$ cat src/rtl/carry_norm.sv
// carry_norm: turns a stream of wide convolution coefficients (LS first)
// into normalized radix-BASE digits (LS first) with no leading zeros.
//
// Ports:
//   clk, rst         - clock, synchronous active-high reset
//   coef_valid/ready - coefficient handshake; coef_data, coef_last
//   dig_valid/ready  - digit handshake; dig_data, dig_last
//   dig_count        - digits emitted for the current product
//   busy             - product in flight (first accept .. dig_last handshake)
module carry_norm #(
    parameter int WORD  = 16,
    parameter int DWORD = 32,
    parameter int BASE  = 10
) (
    input  logic             clk,
    input  logic             rst,
    input  logic             coef_valid,
    output logic             coef_ready,
    input  logic [DWORD-1:0] coef_data,
    input  logic             coef_last,
    output logic             dig_valid,
    input  logic             dig_ready,
    output logic [WORD-1:0]  dig_data,
    output logic             dig_last,
    output logic [WORD-1:0]  dig_count,
    output logic             busy
);

    typedef enum logic [2:0] {
        S_IN,
        S_EMITP,
        S_ZERO,
        S_FLUSH,
        S_FINAL
    } state_t;

    localparam logic [DWORD:0]  BASE_W = (DWORD+1)'(BASE);
    localparam logic [WORD-1:0] ONE    = {{(WORD-1){1'b0}}, 1'b1};

    state_t            state;
    logic [DWORD:0]    carry;
    logic [WORD-1:0]   p;
    logic              pv;
    logic [WORD-1:0]   n;
    logic [WORD-1:0]   zrun;
    logic              ended;

    logic              step_en;
    logic              dig_hs;
    logic [DWORD-1:0]  step_x;
    logic [DWORD:0]    acc;
    logic [DWORD:0]    carry_nxt;
    logic [WORD-1:0]   d_val;
    logic              ended_nxt;

    // Where to go once any pending output for the current step is done.
    function automatic state_t ret_state(input logic e, input logic c_nz);
        if (!e)
            return S_IN;
        else if (c_nz)
            return S_FLUSH;
        else
            return S_FINAL;
    endfunction

    // One digit step per cycle; S_FLUSH feeds zero to drain the carry.
    always_comb begin
        step_en   = (state == S_IN && coef_valid) || (state == S_FLUSH);
        step_x    = (state == S_IN) ? coef_data : '0;
        acc       = {1'b0, step_x} + carry;
        d_val     = WORD'(acc % BASE_W);
        carry_nxt = acc / BASE_W;
        ended_nxt = (state == S_IN) ? coef_last : ended;
    end

    // Outputs decode only registered state, so they hold during stalls.
    always_comb begin
        coef_ready = 1'b0;
        dig_valid  = 1'b0;
        dig_last   = 1'b0;
        dig_data   = '0;
        unique case (state)
            S_IN: begin
                coef_ready = 1'b1;
            end
            S_EMITP: begin
                dig_valid = 1'b1;
                dig_data  = p;
            end
            S_ZERO: begin
                dig_valid = 1'b1;
            end
            S_FINAL: begin
                dig_valid = 1'b1;
                dig_last  = 1'b1;
                dig_data  = pv ? p : '0;
            end
            default: begin
                dig_valid = 1'b0;
            end
        endcase
    end

    assign dig_hs = dig_valid && dig_ready;

    always_ff @(posedge clk) begin
        if (rst) begin
            state     <= S_IN;
            carry     <= '0;
            p         <= '0;
            pv        <= 1'b0;
            n         <= '0;
            zrun      <= '0;
            ended     <= 1'b0;
            busy      <= 1'b0;
            dig_count <= '0;
        end else if (step_en) begin
            carry <= carry_nxt;
            if (state == S_IN) begin
                ended <= coef_last;
                busy  <= 1'b1;
                if (!busy)
                    dig_count <= '0;
            end
            // Zeros are only counted; they are emitted later if a
            // nonzero digit follows, otherwise dropped at S_FINAL.
            if (d_val == '0) begin
                zrun  <= zrun + ONE;
                state <= ret_state(ended_nxt, carry_nxt != '0);
            end else if (!pv && zrun == '0) begin
                p     <= d_val;
                pv    <= 1'b1;
                state <= ret_state(ended_nxt, carry_nxt != '0);
            end else begin
                n     <= d_val;
                state <= pv ? S_EMITP : S_ZERO;
            end
        end else if (dig_hs) begin
            dig_count <= dig_count + ONE;
            unique case (state)
                S_EMITP: begin
                    if (zrun != '0) begin
                        state <= S_ZERO;
                    end else begin
                        p     <= n;
                        state <= ret_state(ended, carry != '0);
                    end
                end
                S_ZERO: begin
                    zrun <= zrun - ONE;
                    if (zrun == ONE) begin
                        p     <= n;
                        pv    <= 1'b1;
                        state <= ret_state(ended, carry != '0);
                    end
                end
                S_FINAL: begin
                    carry <= '0;
                    zrun  <= '0;
                    pv    <= 1'b0;
                    ended <= 1'b0;
                    busy  <= 1'b0;
                    state <= S_IN;
                end
                default: begin
                    state <= state;
                end
            endcase
        end
    end

endmodule

$ cat config.mk
export PLATFORM = sky130hd
export DESIGN_NAME = carry_norm
export DESIGN_NICKNAME = d
export VERILOG_FILES = /design/src/rtl/carry_norm.sv
export SDC_FILE = /design/constraint.sdc
export NUM_CORES = 1
export LEC_CHECK = 0
export BUFFER_PORTS_ARGS = -buffer_cell sky130_fd_sc_hd__buf_2
export CAP_MARGIN = 20
export CORE_MARGIN = 5
export CORE_UTILIZATION = 25
export DETAILED_ROUTE_END_ITERATION = 16
export GPL_TIMING_DRIVEN = 0
export PLACE_DENSITY = 0.46
export SETUP_SLACK_MARGIN = 0.3
export SLEW_MARGIN = 5
export SYNTH_ARGS = -nofsm -noshare
export SYNTH_HDL_FRONTEND = slang
export SYNTH_SLANG_ARGS = --single-unit
$ cat constraint.sdc
create_clock -name clk -period 29.8 [get_ports clk]
set_input_delay 5.96 -clock clk [delete_from_list [all_inputs] [get_ports clk]]
set_output_delay 5.96 -clock clk [all_outputs]
set_load 0.05 [all_outputs]
==> results of run 1 <==
worst min path at each step:
stage,startpoint,end,slack [ps],cells after the start
floorplan,n[4]$_SDFFE_PP0P_,n[4]$_SDFFE_PP0P_,430,2
global placement,n[5]$_SDFFE_PP0P_,n[5]$_SDFFE_PP0P_,440,2
global route,n[15]$_SDFFE_PP0P_,n[15]$_SDFFE_PP0P_,480,2
CTS,n[7]$_SDFFE_PP0P_,n[7]$_SDFFE_PP0P_,460,2
detailed placement,n[8]$_SDFFE_PP0P_,n[8]$_SDFFE_PP0P_,450,2
finish,n[11]$_SDFFE_PP0P_,n[11]$_SDFFE_PP0P_,460,2
worst reg2reg max path, delay by kind of cell, from the launching register on:
kind                       cells  cell delay, ps
DFF                            1             310
adders and majority gates      3             840
and+or+nand+nor               19            4300
muxes                          2             720
buffers and inverters         10            2960
xor gates and xnor gates       1             530
AOI/OAI and AO/OA             26            8210
sequential cells by signal, summed over array words and instances (netlist names):
register   cells
zrun          16
n             16
ended          1
dig_count     16
state          3
busy           1
carry         30
pv             1
p             16
per-stage QoR:
| step | util, % | setup WS [ps] | cell area [sq um] | hold WS, ps | instances |
|---|---|---|---|---|---|
| floorplan | - | 11460 | 11700 | 432 | 1663 |
| global placement | 27.6 | 8390 | 12900 | 445 | 2341 |
| detailed placement | 27.6 | 8440 | 12900 | 448 | 2341 |
| CTS | 28.3 | 8790 | 13200 | 462 | 2357 |
| global route | 28.3 | 7190 | 13200 | 478 | 2357 |
| finish | 28.3 | 8530 | 13200 | 460 | 2357 |
synthesized netlist by cell type (all sizes together), types with 10 or more instances:
| cell | n | area share [%] |
|---|---|---|
| a32o | 13 | 1.1 |
| nor2 | 193 | 6.2 |
| inv | 37 | 1.2 |
| and2 | 57 | 3.0 |
| a31oi | 21 | 1.1 |
| clkbuf | 67 | 2.1 |
| and4 | 11 | 0.84 |
| xor2 | 36 | 2.7 |
| a211o | 14 | 1.1 |
| o21a | 19 | 1.2 |
| nand4 | 33 | 1.8 |
| o2111ai | 15 | 1.2 |
| a21o | 13 | 0.83 |
| a221oi | 10 | 1.1 |
| or2 | 11 | 0.59 |
| a211oi | 43 | 3.2 |
| a21oi | 138 | 6.0 |
| nand2 | 154 | 5.0 |
| nor4 | 24 | 1.5 |
| a22oi | 40 | 2.7 |
| xnor2 | 36 | 2.7 |
| buf | 33 | 1.6 |
| or3 | 14 | 0.83 |
| dfxtp | 100 | 17 |
| mux2i | 17 | 1.4 |
| ha | 36 | 3.8 |
| nand3 | 51 | 2.2 |
| o31ai | 22 | 1.6 |
| o21ai | 136 | 5.9 |
| o22ai | 13 | 0.75 |
| and3 | 22 | 1.3 |
| nor3 | 55 | 2.5 |
| o211ai | 32 | 2.2 |
| or4 | 11 | 0.73 |
| nand2b | 10 | 0.53 |
cells by family (layout without fill, tap and decap cells):
| kind of cell | after synthesis | in the layout | share of synthesized area [%] |
|---|---|---|---|
| AO/OA/AOI/OAI | 627 | 627 | 38.1 |
| multiplexers | 21 | 21 | 1.83 |
| adder cells (fa/ha/maj) | 39 | 39 | 4.18 |
| flip-flops | 100 | 100 | 17.0 |
| AND/OR/NAND/NOR | 667 | 667 | 28.5 |
| buffers and inverters | 137 | 224 | 4.96 |
| XOR/XNOR | 72 | 72 | 5.43 |
routing by layer:
layer,GRT usage [%],vias up
li1,-,6514
met1,21.7,6325
met2,25.2,363
met3,1.72,42
met4,3.18,2
met5,0,-
final cells by class:
type / instances / area (sq um)
Fill cell: 5138 / 33400
Multi-Input combinational cell: 1426 / 9160
Sequential cell: 100 / 2000
Tap cell: 607 / 759
Buffer: 100 / 444
Timing Repair Buffer: 71 / 355
Clock buffer: 9 / 225
Inverter: 37 / 139
Clock inverter: 7 / 86.3
==> results.md, run 1 <==
* Status: complete, no violations
* Routed wl met2 at 18900 um
* Maximum clock frequency at 47.0 MHz
* Met3 WL at 1900 um
* Crit path time final at 21270 ps
* # diodes at 0
* # port buffers at 71
* Maximum fanout along the worst path at 10
* Synthesized area at 11700 sq um
* DR DRC count at 0
* Actual slew at the worst max-slew pin at approximately 970 ps
* Reg2Reg Launch Point: state[2]$_SDFFE_PP0P_
* Setup crit end kind: register
* Max-Cap Viols at 0
* Hold buffers post-CTS at 0
* Period utilization at about 70%
* Die area at 51400 sq um
* FP Rows at between 70 and 80
* Crit-path max cell delay at about 610 ps
* GR Util All Layers at 15.3%
* Via count at 13200
* Critical Path RT at ~30000 ps
* Starting DRT DRC Count at 1074
* TritonCTS clock tree: built
* Clock Skews at between 10 and 15 ps
* Vias per cell at between 5 and 6
* CTS clk-pin slew, worst paths at around 90 ps
* Inserted Clock Buffers at 9
* Most frequent cells in the layout: 192 x nor2_1, 151 x nand2_1, 135 x a21oi_1
* Starting density of the core at 25.2%
* RSZ-0062 raised after global routing: no
* Syn Area/Cell at 7.06 sq um
* End point of the critical path: p[14]$_SDFFE_PP0P_
* Die Y-Extent at 227 um
* GRT overflow at 0
* Hold/Removal Path Class: register to register
* Sum Neg Setup Slack at 0 ps
* YS warnings at 0
* Post-CTS setup buffer count at 0
* PostCTS Resize Cnt at 0
* Slowest cell on the critical path: a211oi_1
* Largest net degree at the start of global routing at 22
* Overall routed net length at 41200 um
* Post-synthesis cell type count at roughly 120
* Share of post-route cells with drive strength above 1 at 11.0%
* H-tree Lvls at 3
* Most common cell after layout, fill and taps aside: nor2_1
* Seq/Total Area, Yosys at 17.0%
* DRT met1 WL at about 20000 um
* Worst path bufs/invs at 8
* R2R Setup Slk at 11890 ps
* CTS Sinks at 100
* Final setup fails at 0
* Reg2Reg Capture Point: p[14]$_SDFFE_PP0P_
* Slew HR at 34.6%
* Die width at 227 um
* Clock buffer depth at 2
* Synth Net Count at 1737
* Vias in the first global route at 12200
* CP top delay family: compound AO/OA/AOI/OAI gates
* Mapped Cells at 1663
* Io pins at 73
* Nets at 1819
* DRT Pass-1 Iters at 7
* Number of flops mapped to enable cells by yosys at 0
* Worst path depth at 55
* Synthesis-stage register bit count at 100
* Clk Latency, worst-skew pair at between 300 and 400 ps
* Post-DP HPWL at approximately 32000 um
* Setup CP Type: primary input to register
* Worst r2r path cells at between 60 and 70
* Endpoints failing hold at 0
* Async S/R FF share, synth at 0%
* Ys flop type: dfxtp_1
* WL/cell at around 17 um
* GP Congestion at 0.892
* Slew Limit Fails at 0
* Antenna viol nets, final at 0
* Top layer in use: met5
* Setup crit start: coef_data[19]
* Initial antenna violation count at 2
* Critical Path AT at 21570 ps
* CP startpoint kind: primary input
* Syn-to-layout area delta at 12.1%
* First-pass GRT wire length at 65400 um
* CTS root buffer: clkbuf_16
* Core Area at 46600 sq um
Power of run 1 is left out: the tool's default activity adds up to more than one toggle a clock period on the data nets, which glitch-free logic cannot reach.
==> run 2: changes to the inputs <==
ABC_AREA = 1   (was default)
clock period = 22 ns   (was 29.8 ns; I/O delays follow)
==> results.md, run 2 <==
* Status: complete, no violations
* Area post-placement at 11600 sq um (-9.5%)
* Crit-path max cell delay at 400 ps (-210 ps)
* WL/cell at 12.5 um (-29%)
* PostCTS Resize Cnt at 0 (unchanged)
* Fillers at 4809 (-6.4%)
* Worst path bufs/invs at 25 (+17)
* Syn-to-layout area delta at 12.6%
* # diodes at 0 (unchanged)
* DRT Pass-1 Iters at 5 (-2)
* Most common cell on crit path: nand2_2
* Die width at 216 um (-4.8%)
* Maximum fanout along the worst path at 10 (unchanged)
* TritonCTS clock tree: built
* Period utilization at 84.2%
* Sequential Area at 2000 sq um (unchanged)
* Ys flop type: dfxtp_1
* Post-synthesis cell type count at 64 (-45%)
* Syn Area/Cell at 5.83 sq um (-17%)
* GR Util All Layers at 12.9% (-2.4 points)
* GRT overflow at 0 (unchanged)
* Die Y-Extent at 216 um (-4.8%)
* Clock buffer depth at 2 (unchanged)
* YS warnings at 0 (unchanged)
* Most frequent cells in the layout: 510 x nand2_1, 266 x inv_1, 178 x nand3_1
* GP Congestion at 0.840 (-5.9%)
* Seq/Total Area, Yosys at 18.9% (+1.8 points)
* Vias in the first global route at 10200 (-16%)
* DR DRC count at 0 (unchanged)
* Via count at 10900 (-18%)
* Fin worst setup slack at 3480 ps (-5040 ps)
* Post-route cell area at 11900 sq um (-9.4%)
* Vias per cell at 4.44 (-21%)
* RSZ-0062 raised after global routing: no
* Synth area leader: dfxtp_1
* Setup crit end kind: register
* Area of the multi-input gates at 7150 sq um (-22%)
* Initial antenna violation count at 0 (-2)
* Max-Cap Viols at 0 (unchanged)
* Starting density of the core at 25.3% (+0.049 points)
* Largest cells by area after synthesis: dfxtp_1 19%, nand2_1 18%, inv_1 9.4%
* Slew HR at 47.2% (+13 points)
* CTS Sinks at 100 (unchanged)
* Slew Limit Fails at 0 (unchanged)
* Synth Net Count at 1892 (+8.9%)
* Core Area at 41900 sq um (-9.9%)
* Slowest cell on the critical path: fa_1
* Die area at 46600 sq um (-9.3%)
* H-tree Lvls at 3 (unchanged)
* Actual slew at the worst max-slew pin at 789 ps (-186 ps)
* CTS root buffer: clkbuf_16
* Endpoints failing hold at 0 (unchanged)
* Most common cell after layout, fill and taps aside: nand2_1
* Post-DP HPWL at 25100 um (-23%)
* Largest net degree at the start of global routing at 20 (-9.1%)
* Antenna viol nets, final at 0 (unchanged)
* Hold/Removal Path Class: register to register
* Final setup fails at 0 (unchanged)
* Most flops, register: carry
* Nets at 1975 (+8.6%)
* Most frequent cells after synthesis: 510 x nand2_1, 266 x inv_1, 178 x nand3_1
* Post-CTS setup buffer count at 0 (unchanged)
* Sum Neg Setup Slack at 0 ps (unchanged)
* CP top delay family: simple AND/OR/NAND/NOR gates
* Max FFs per register at 30 (unchanged)
* Critical Path RT at 22270 ps (-7830 ps)
* Number of flops mapped to enable cells by yosys at 0 (unchanged)
* Post-synth top area share at 18.9% (+1.8 points)
* Overall routed net length at 30500 um (-26%)
* Inserted Clock Buffers at 9 (unchanged)
* Starting DRT DRC Count at 548 (-49%)
* Async S/R FF share, synth at 0% (unchanged)
* Mapped Cells at 1818 (+9.3%)
* Io pins at 73 (unchanged)
* FP Rows at 75 (-5.1%)
* Clk Latency, worst-skew pair at 370 ps (about the same)
* Synthesized area at 10600 sq um (-9.7%)
* Hold buffers post-CTS at 0 (unchanged)
* Count leader, synth: nand2_1
* CTS clk-pin slew, worst paths at 80 ps (about the same)
* Clock Skews at 11.5 ps (-0.468 ps)
* CP startpoint kind: primary input
* Crit path time final at 18520 ps
* Synthesis-stage register bit count at 100 (unchanged)
* First-pass GRT wire length at 50800 um (-22%)
* Critical Path AT at 18790 ps (-2780 ps)
* Setup WS pre-CTS at 3050 ps (-5390 ps)
* # port buffers at 72 (+1.4%)
* Share of post-route cells with drive strength above 1 at 18.4% (+7.3 points)
* Maximum clock frequency at about 54 MHz
* Setup CP Type: primary input to register
==> run 2: cell types whose count changed after synthesis, sizes merged, moves of 42 or more <==
cell,delta
a211oi,-42
nand2,+498
and2,-55
clkbuf,-42
o21ai,-93
nand3,+148
inv,+283
nor2,-44
==> run 2: through the flow <==
stage | util (%) | cells | hold WS, ps
2_1_floorplan | - | 1818 | 441
5_1_grt | 28.5 | 2445 | 480
6_report | 28.5 | 2445 | 463
4_1_cts | 28.5 | 2445 | 466
3_5_place_dp | 27.7 | 2429 | 452
3_3_place_gp | 27.7 | 2429 | 447
==> run 2: cells by family (layout without fill, tap and decap cells) <==
logic type	Yosys count	after routing	synth area share (%)
multiplexers	2	2	0.224
AND/OR/NAND/NOR	1081	1081	48.5
XOR/XNOR	41	41	3.39
adder cells (fa/ha/maj)	37	37	4.44
buffers and inverters	364	452	13.7
flip-flops	100	100	18.9
AO/OA/AOI/OAI	193	193	10.8
==> run 2: area by class of cell <==
type	count	area share, %
Timing Repair Buffer	72	3.02
Clock inverter	7	0.598
Clock buffer	9	1.89
Sequential cell	100	16.8
Inverter	328	10.4
Multi-Input combinational cell	1354	59.9
Tap cell	539	5.65
Buffer	36	1.78
==> run 2: per-layer routing <==
layer  routed length (um)  track usage [%]  up-vias
met4                  166             1.84        0
met5                    0                0        -
met2                13600             21.3      117
met3                  741             1.67       10
met1                16000             18.5     4819
li1                     -                -     5913
==> run 2: worst reg2reg max path: cells and delay by family, from the launching register on <==
family	cells	cell delay, ps
AOI/OAI and AO/OA	1	120
xor gates and xnor gates	1	240
adders and majority gates	3	830
buffers and inverters	25	2280
DFF	1	370
and+or+nand+nor	129	11870
==> run 2: worst paths after layout <==
check	depth (start not counted)	slack [ps]	startpoint	endpoint
worst max register to register	159	6260	state[0]$_SDFFE_PP0P_	zrun[0]$_SDFFE_PP0P_
worst min register to register	2	460	dig_count[15]$_SDFFE_PP0P_	dig_count[15]$_SDFFE_PP0P_
worst min-delay path	2	460	dig_count[15]$_SDFFE_PP0P_	dig_count[15]$_SDFFE_PP0P_
worst max-delay path	157	3480	coef_data[0]	zrun[0]$_SDFFE_PP0P_
Power of run 2 is left out for the same reason.
